[config.mk]
export PLATFORM = sky130hd
export DESIGN_NAME = data_mem_lsu
export DESIGN_NICKNAME = d
export VERILOG_FILES = /design/src/rtl/data_mem_lsu.sv
export SDC_FILE = /design/constraint.sdc
export NUM_CORES = 1
export LEC_CHECK = 0
export ABC_AREA = 0
export BUFFER_PORTS_ARGS = -buffer_cell sky130_fd_sc_hd__buf_2
export CAP_MARGIN = 5
export CORE_MARGIN = 3
export CORE_UTILIZATION = 55
export DETAILED_ROUTE_END_ITERATION = 8
export PLACE_DENSITY = 0.83
export SYNTH_ARGS = -nofsm -noshare
export SYNTH_HDL_FRONTEND = slang
export SYNTH_SLANG_ARGS = --single-unit
[constraint.sdc]
create_clock -name clk -period 9.56 [get_ports clk]
set_input_delay 0.478 -clock clk [delete_from_list [all_inputs] [get_ports clk]]
set_output_delay 0.478 -clock clk [all_outputs]
set_load 0.005 [all_outputs]
[src/rtl/data_mem_lsu.sv]
// Load/store initiator between the MEM stage and a byte-addressed data memory.
// Sub-doubleword stores are done as read-modify-write of the containing doubleword.
module data_mem_lsu #(
  parameter int MEM_SIZE    = 512,
  parameter int ALIGN_CHECK = 1
) (
  input  logic        clk,
  input  logic        reset,
  input  logic        req_valid,
  output logic        req_ready,
  input  logic        req_write,
  input  logic [2:0]  req_funct3,
  input  logic [63:0] req_addr,
  input  logic [63:0] req_wdata,
  output logic        resp_valid,
  input  logic        resp_ready,
  output logic [63:0] resp_rdata,
  output logic        resp_err,
  output logic [63:0] mem_addr,
  output logic        mem_read,
  output logic        mem_write,
  output logic [63:0] mem_write_data,
  input  logic [63:0] mem_read_data
);

  typedef enum logic [1:0] {
    IDLE,
    RD,
    WR,
    RESP
  } state_t;

  state_t state;
  state_t state_next;

  logic        write_q;
  logic [2:0]  f3_q;
  logic [2:0]  lane_q;
  logic [63:0] wdata_q;
  logic [63:0] rd_q;
  logic [63:0] mem_addr_q;
  logic [63:0] rdata_q;
  logic        err_q;

  logic [3:0]  req_size;
  logic [2:0]  req_amask;
  logic        req_illegal;
  logic        req_misal;
  logic        req_range;
  logic        req_fault;
  logic [63:0] req_eaddr;
  logic [64:0] req_end;
  logic        req_rd_first;

  logic [5:0]  shamt;
  logic [63:0] bmask;
  logic [63:0] wmask;
  logic [63:0] merged;
  logic [63:0] field;
  logic [63:0] load_data;
  logic        accept;

  assign accept = req_valid && (state == IDLE);

  // Size, alignment and range decode of the incoming request.
  always_comb begin
    req_size  = 4'd1;
    req_amask = 3'b000;
    unique case (req_funct3[1:0])
      2'b00: begin
        req_size  = 4'd1;
        req_amask = 3'b000;
      end
      2'b01: begin
        req_size  = 4'd2;
        req_amask = 3'b001;
      end
      2'b10: begin
        req_size  = 4'd4;
        req_amask = 3'b011;
      end
      2'b11: begin
        req_size  = 4'd8;
        req_amask = 3'b111;
      end
    endcase
    req_illegal = req_write ? req_funct3[2]
                            : (req_funct3 == 3'b111);
    req_misal = (ALIGN_CHECK != 0) &&
                ((req_addr[2:0] & req_amask) != 3'b000);
    req_eaddr = (ALIGN_CHECK != 0) ? req_addr
              : {req_addr[63:3], req_addr[2:0] & ~req_amask};
    req_end   = {1'b0, req_eaddr} + {61'd0, req_size};
    req_range = req_end > 65'(MEM_SIZE);
    req_fault = req_illegal | req_misal | req_range;
    req_rd_first = !req_write || (req_funct3[1:0] != 2'b11);
  end

  // Byte-lane merge for stores and field extraction for loads.
  always_comb begin
    shamt = {lane_q, 3'b000};
    bmask = 64'hFFFF_FFFF_FFFF_FFFF;
    unique case (f3_q[1:0])
      2'b00: bmask = 64'h0000_0000_0000_00FF;
      2'b01: bmask = 64'h0000_0000_0000_FFFF;
      2'b10: bmask = 64'h0000_0000_FFFF_FFFF;
      2'b11: bmask = 64'hFFFF_FFFF_FFFF_FFFF;
    endcase
    wmask  = bmask << shamt;
    merged = (rd_q & ~wmask) | ((wdata_q & bmask) << shamt);
    field  = mem_read_data >> shamt;
    load_data = 64'd0;
    unique case (f3_q)
      3'b000: load_data = {{56{field[7]}}, field[7:0]};
      3'b001: load_data = {{48{field[15]}}, field[15:0]};
      3'b010: load_data = {{32{field[31]}}, field[31:0]};
      3'b011: load_data = field;
      3'b100: load_data = {56'd0, field[7:0]};
      3'b101: load_data = {48'd0, field[15:0]};
      3'b110: load_data = {32'd0, field[31:0]};
      default: load_data = 64'd0;
    endcase
  end

  // Next-state selection.
  always_comb begin
    state_next = state;
    unique case (state)
      IDLE: begin
        if (req_valid) begin
          if (req_fault) begin
            state_next = RESP;
          end else if (req_rd_first) begin
            state_next = RD;
          end else begin
            state_next = WR;
          end
        end
      end
      RD: state_next = write_q ? WR : RESP;
      WR: state_next = RESP;
      RESP: begin
        if (resp_ready) begin
          state_next = IDLE;
        end
      end
    endcase
  end

  // State register.
  always_ff @(posedge clk) begin
    if (reset) begin
      state <= IDLE;
    end else begin
      state <= state_next;
    end
  end

  // Request latch, read capture and response registers.
  always_ff @(posedge clk) begin
    if (reset) begin
      write_q    <= 1'b0;
      f3_q       <= 3'd0;
      lane_q     <= 3'd0;
      wdata_q    <= 64'd0;
      rd_q       <= 64'd0;
      mem_addr_q <= 64'd0;
      rdata_q    <= 64'd0;
      err_q      <= 1'b0;
    end else begin
      if (accept) begin
        write_q <= req_write;
        f3_q    <= req_funct3;
        lane_q  <= req_eaddr[2:0];
        wdata_q <= req_wdata;
        rdata_q <= 64'd0;
        err_q   <= req_fault;
        if (!req_fault) begin
          mem_addr_q <= {req_addr[63:3], 3'b000};
        end
      end
      if (state == RD) begin
        rd_q <= mem_read_data;
        if (!write_q) begin
          rdata_q <= load_data;
        end
      end
    end
  end

  assign req_ready  = (state == IDLE);
  assign resp_valid = (state == RESP);
  assign resp_rdata = rdata_q;
  assign resp_err   = err_q;
  assign mem_addr   = mem_addr_q;
  assign mem_read   = (state == RD);
  assign mem_write  = (state == WR);
  assign mem_write_data = (state != WR) ? 64'd0
                        : (f3_q[1:0] == 2'b11) ? wdata_q
                        : merged;

endmodule

==> results.toml <==
[global_route]
grt_max_degree = 136
overflow = 0
grt_pass1_vias = 15960
grt_usage = 0.3780
antenna_found_initial = 11
grt_pass1_wl_um = 91310

[clock_network]
clock-sinks = 263
cts_hold_buf = 0
cts_max_level = 1
root_buffer = "clkbuf_16"
cts_buffer_depth = 3
post-cts-setup-buffers = 0
cts_resized = 0
cts_buffers = 28
clk_latency_ns = 0.57
path_clk_slew_ns = 0.07
cts_tree = "built"

[floorplanning]
io_pins = 397
rows = 60
die_w_um = 173.1
die-height_um = 173.1
initial_core_util = 0.5653
die_area_um2 = 29970
core_um2 = 27180

[routing]
drt_iter0_drc = 2141
wl_um = 60220
viasPerCell = 6.286
postRouteAntennaNets = 0
vias = 16900
routedWlPerCell_um = 22.39
firstDrtPassIters = 6
drc = 0

[sta]
maxSlewHeadroom = 0.1728
fin_crit_sh = 0.5135
hold_violations = 0
skew_ns = 0.02263
tightestPinTransition_ns = 1.236
slew_violations = 0
setup_viol = 0
tns_ns = 0
grt_setup_unrepaired = "false"
fmax_ghz = 0.2037
hold_slack_ns = 0.1422
layout_min_cycle_time_ns = 4.909

[setup_path]
path_max_fanout = 84
ff2ff_path_depth = 10
rr_startpoint = "lane_q[0]"
path_class = "register to primary output"
crit_chain = "buf_4, nor2b_1, and2_1, a221oi_1, a21oi_1, a21oi_1, a211oi_1, buf_2"
critPathLaunchType = "register"
worst_ep_arrival_time_ns = 4.43
r2r_slack_ns = 4.73
r2r-end = "resp_rdata[33]"
cp.required_ns = 9.08
cp_slowest_stage_delay_ns = 0.85
critPathMostFrequentCell = "a21oi_1"
crit_path_end_kind = "primary output"
cp_slowest_cell = "dfxtp_4"

[logic_synthesis]
netlist_area_um2 = 15360
synth_area_leaders = "dfxtp_1 34%, mux2i_1 8.9%, nor2_1 6.8%, a21oi_1 6.6%, nand2_1 6.6%"
synthDistinctLibCells = 74
synth_edf_count = 0
ys_ff_latch = 263
synth_top_area_share = 0.3427
yosysWarningCount = 0
synth-main-ff-cell = "dfxtp_1"
syn_inst = 2008
yosysMostFrequentCell = "nor2_1"
ys_top_cells_by_count = "277 x nor2_1, 269 x nand2_1, 263 x dfxtp_1"
avgSynthCellArea_um2 = 7.651
yosys.area.top_type = "dfxtp_1"
async_reset_ff_frac = 0
yosysSeqAreaShare = 0.3427

[placed_design]
hpwl_um = 44420
numPortBuffers = 393
routabilityCongestion = 1.040

[hold_path]
min-delay-start = "req_wdata[55]"
min_to = "wdata_q[55]"
min_path_cells = 3
hp-class = "input pin to register"

[outcome]
status = "complete, no violations"

[power_and_ir_drop]
p_leak_uw = 0.007460
power_density_nw_per_um2 = 229.8
ir_drop_v = 0.0001489

[cells_and_area]
syn_to_final_growth_pct = 19.99
nets = 2496
drive_above_1_share = 0.2474

[job]
max_cap_violations = 0
-- placed cells by master, fill, tap and decap left out, types with 5 or more instances in the layout --
cell | synthesis | final
and2_4 | 49 | 49
nor3_1 | 37 | 37
o211ai_1 | 18 | 18
mux2_2 | 32 | 32
clkinvlp_4 | 0 | 6
xor2_1 | 8 | 8
bufinv_16 | 0 | 9
o21ai_1 | 10 | 10
o21ai_0 | 122 | 122
a22o_1 | 8 | 8
buf_2 | 6 | 393
inv_1 | 29 | 29
nor4_1 | 19 | 19
xnor2_1 | 22 | 22
buf_4 | 4 | 15
nand3_1 | 23 | 23
a211oi_1 | 50 | 50
ha_1 | 9 | 8
mux2i_1 | 137 | 137
a31oi_1 | 12 | 12
and2_1 | 22 | 21
nor2b_1 | 6 | 6
nor2_1 | 277 | 276
dfxtp_1 | 263 | 260
a221oi_1 | 32 | 32
nand2_1 | 269 | 267
diode_2 | 0 | 9
clkbuf_16 | 0 | 28
nand4_1 | 33 | 33
a21oi_1 | 204 | 204
a221o_1 | 8 | 8
and3_1 | 7 | 7
or3_1 | 12 | 12
a22oi_1 | 47 | 47
and4_1 | 10 | 10
o21a_1 | 5 | 5
-- per-stage QoR --
step	std cells	power, uW	cell area [um2]	setup WS, ns	util
floorplan	2010	2401	15370	5.900	-
global placement	2627	2886	17290	4.873	0.6362
detailed placement	2627	2908	17290	4.812	0.6362
CTS	2679	4194	18410	4.766	0.6773
global route	2686	4422	18430	4.421	0.6780
finish	2689	4235	18430	4.651	0.6783
-- metal layers --
layer  part of all wire  global-route usage  vias up
li1                   -                   -     7718
met1               0.37              0.4765     7827
met2               0.46              0.6182     1129
met3               0.11             0.08191      223
met4              0.053              0.1774        6
met5            0.00078                   0        -
-- state kept, by name (all words and copies together) (netlist names) --
register and cells:
f3_q 3, lane_q 3, mem_addr 61, rd_q 64, resp_err 1, resp_rdata 64, state 2, wdata_q 64
write_q 1
-- power by group --
group / total, uW / switching (uW) / internal [uW]
Sequential: 1460 / 189 / 1270
Clock: 1290 / 485 / 803
Combinational: 1490 / 961 / 530
Total: 4240 / 1630 / 2600
-- cell families after synthesis --
group / after synthesis / synth area share
adder cells (fa/ha/maj): 10 / 0.008634
AO/OA/AOI/OAI: 551 / 0.2216
XOR/XNOR: 30 / 0.01710
flip-flops: 263 / 0.3427
other: 1 / 0.0002441
buffers and inverters: 194 / 0.05131
AND/OR/NAND/NOR: 788 / 0.2427
multiplexers: 171 / 0.1157
-- layout make-up --
class                      count  area [um2]
timing repair buffer         409        2091
tap                          372       465.4
antenna                        9       22.52
inverter                      31       116.4
sequential                   263        5274
multi-input combinational   1553        9348
clock inverter                22       387.9
clock buffer                  30       728.2
fill                        2422        8743
-- critical path: cells and delay by family (launching register included) --
kind,cells,cell delay [ns]
buf+inv,2,0.96
simple gates,2,1.16
compound gates,4,0.82
flops,1,0.85
-- worst max path at each step --
stage	slack, ns	start	to
floorplan	5.90	req_funct3[1]	mem_addr[10]
global placement	4.87	req_funct3[0]	mem_addr[55]
detailed placement	4.81	req_funct3[0]	mem_addr[53]
CTS	4.77	lane_q[0]	mem_write_data[50]
global route	4.42	lane_q[0]	resp_rdata[33]
finish	4.65	lane_q[0]	mem_write_data[50]
No activity file was read; power rests on OpenSTA's default activity.
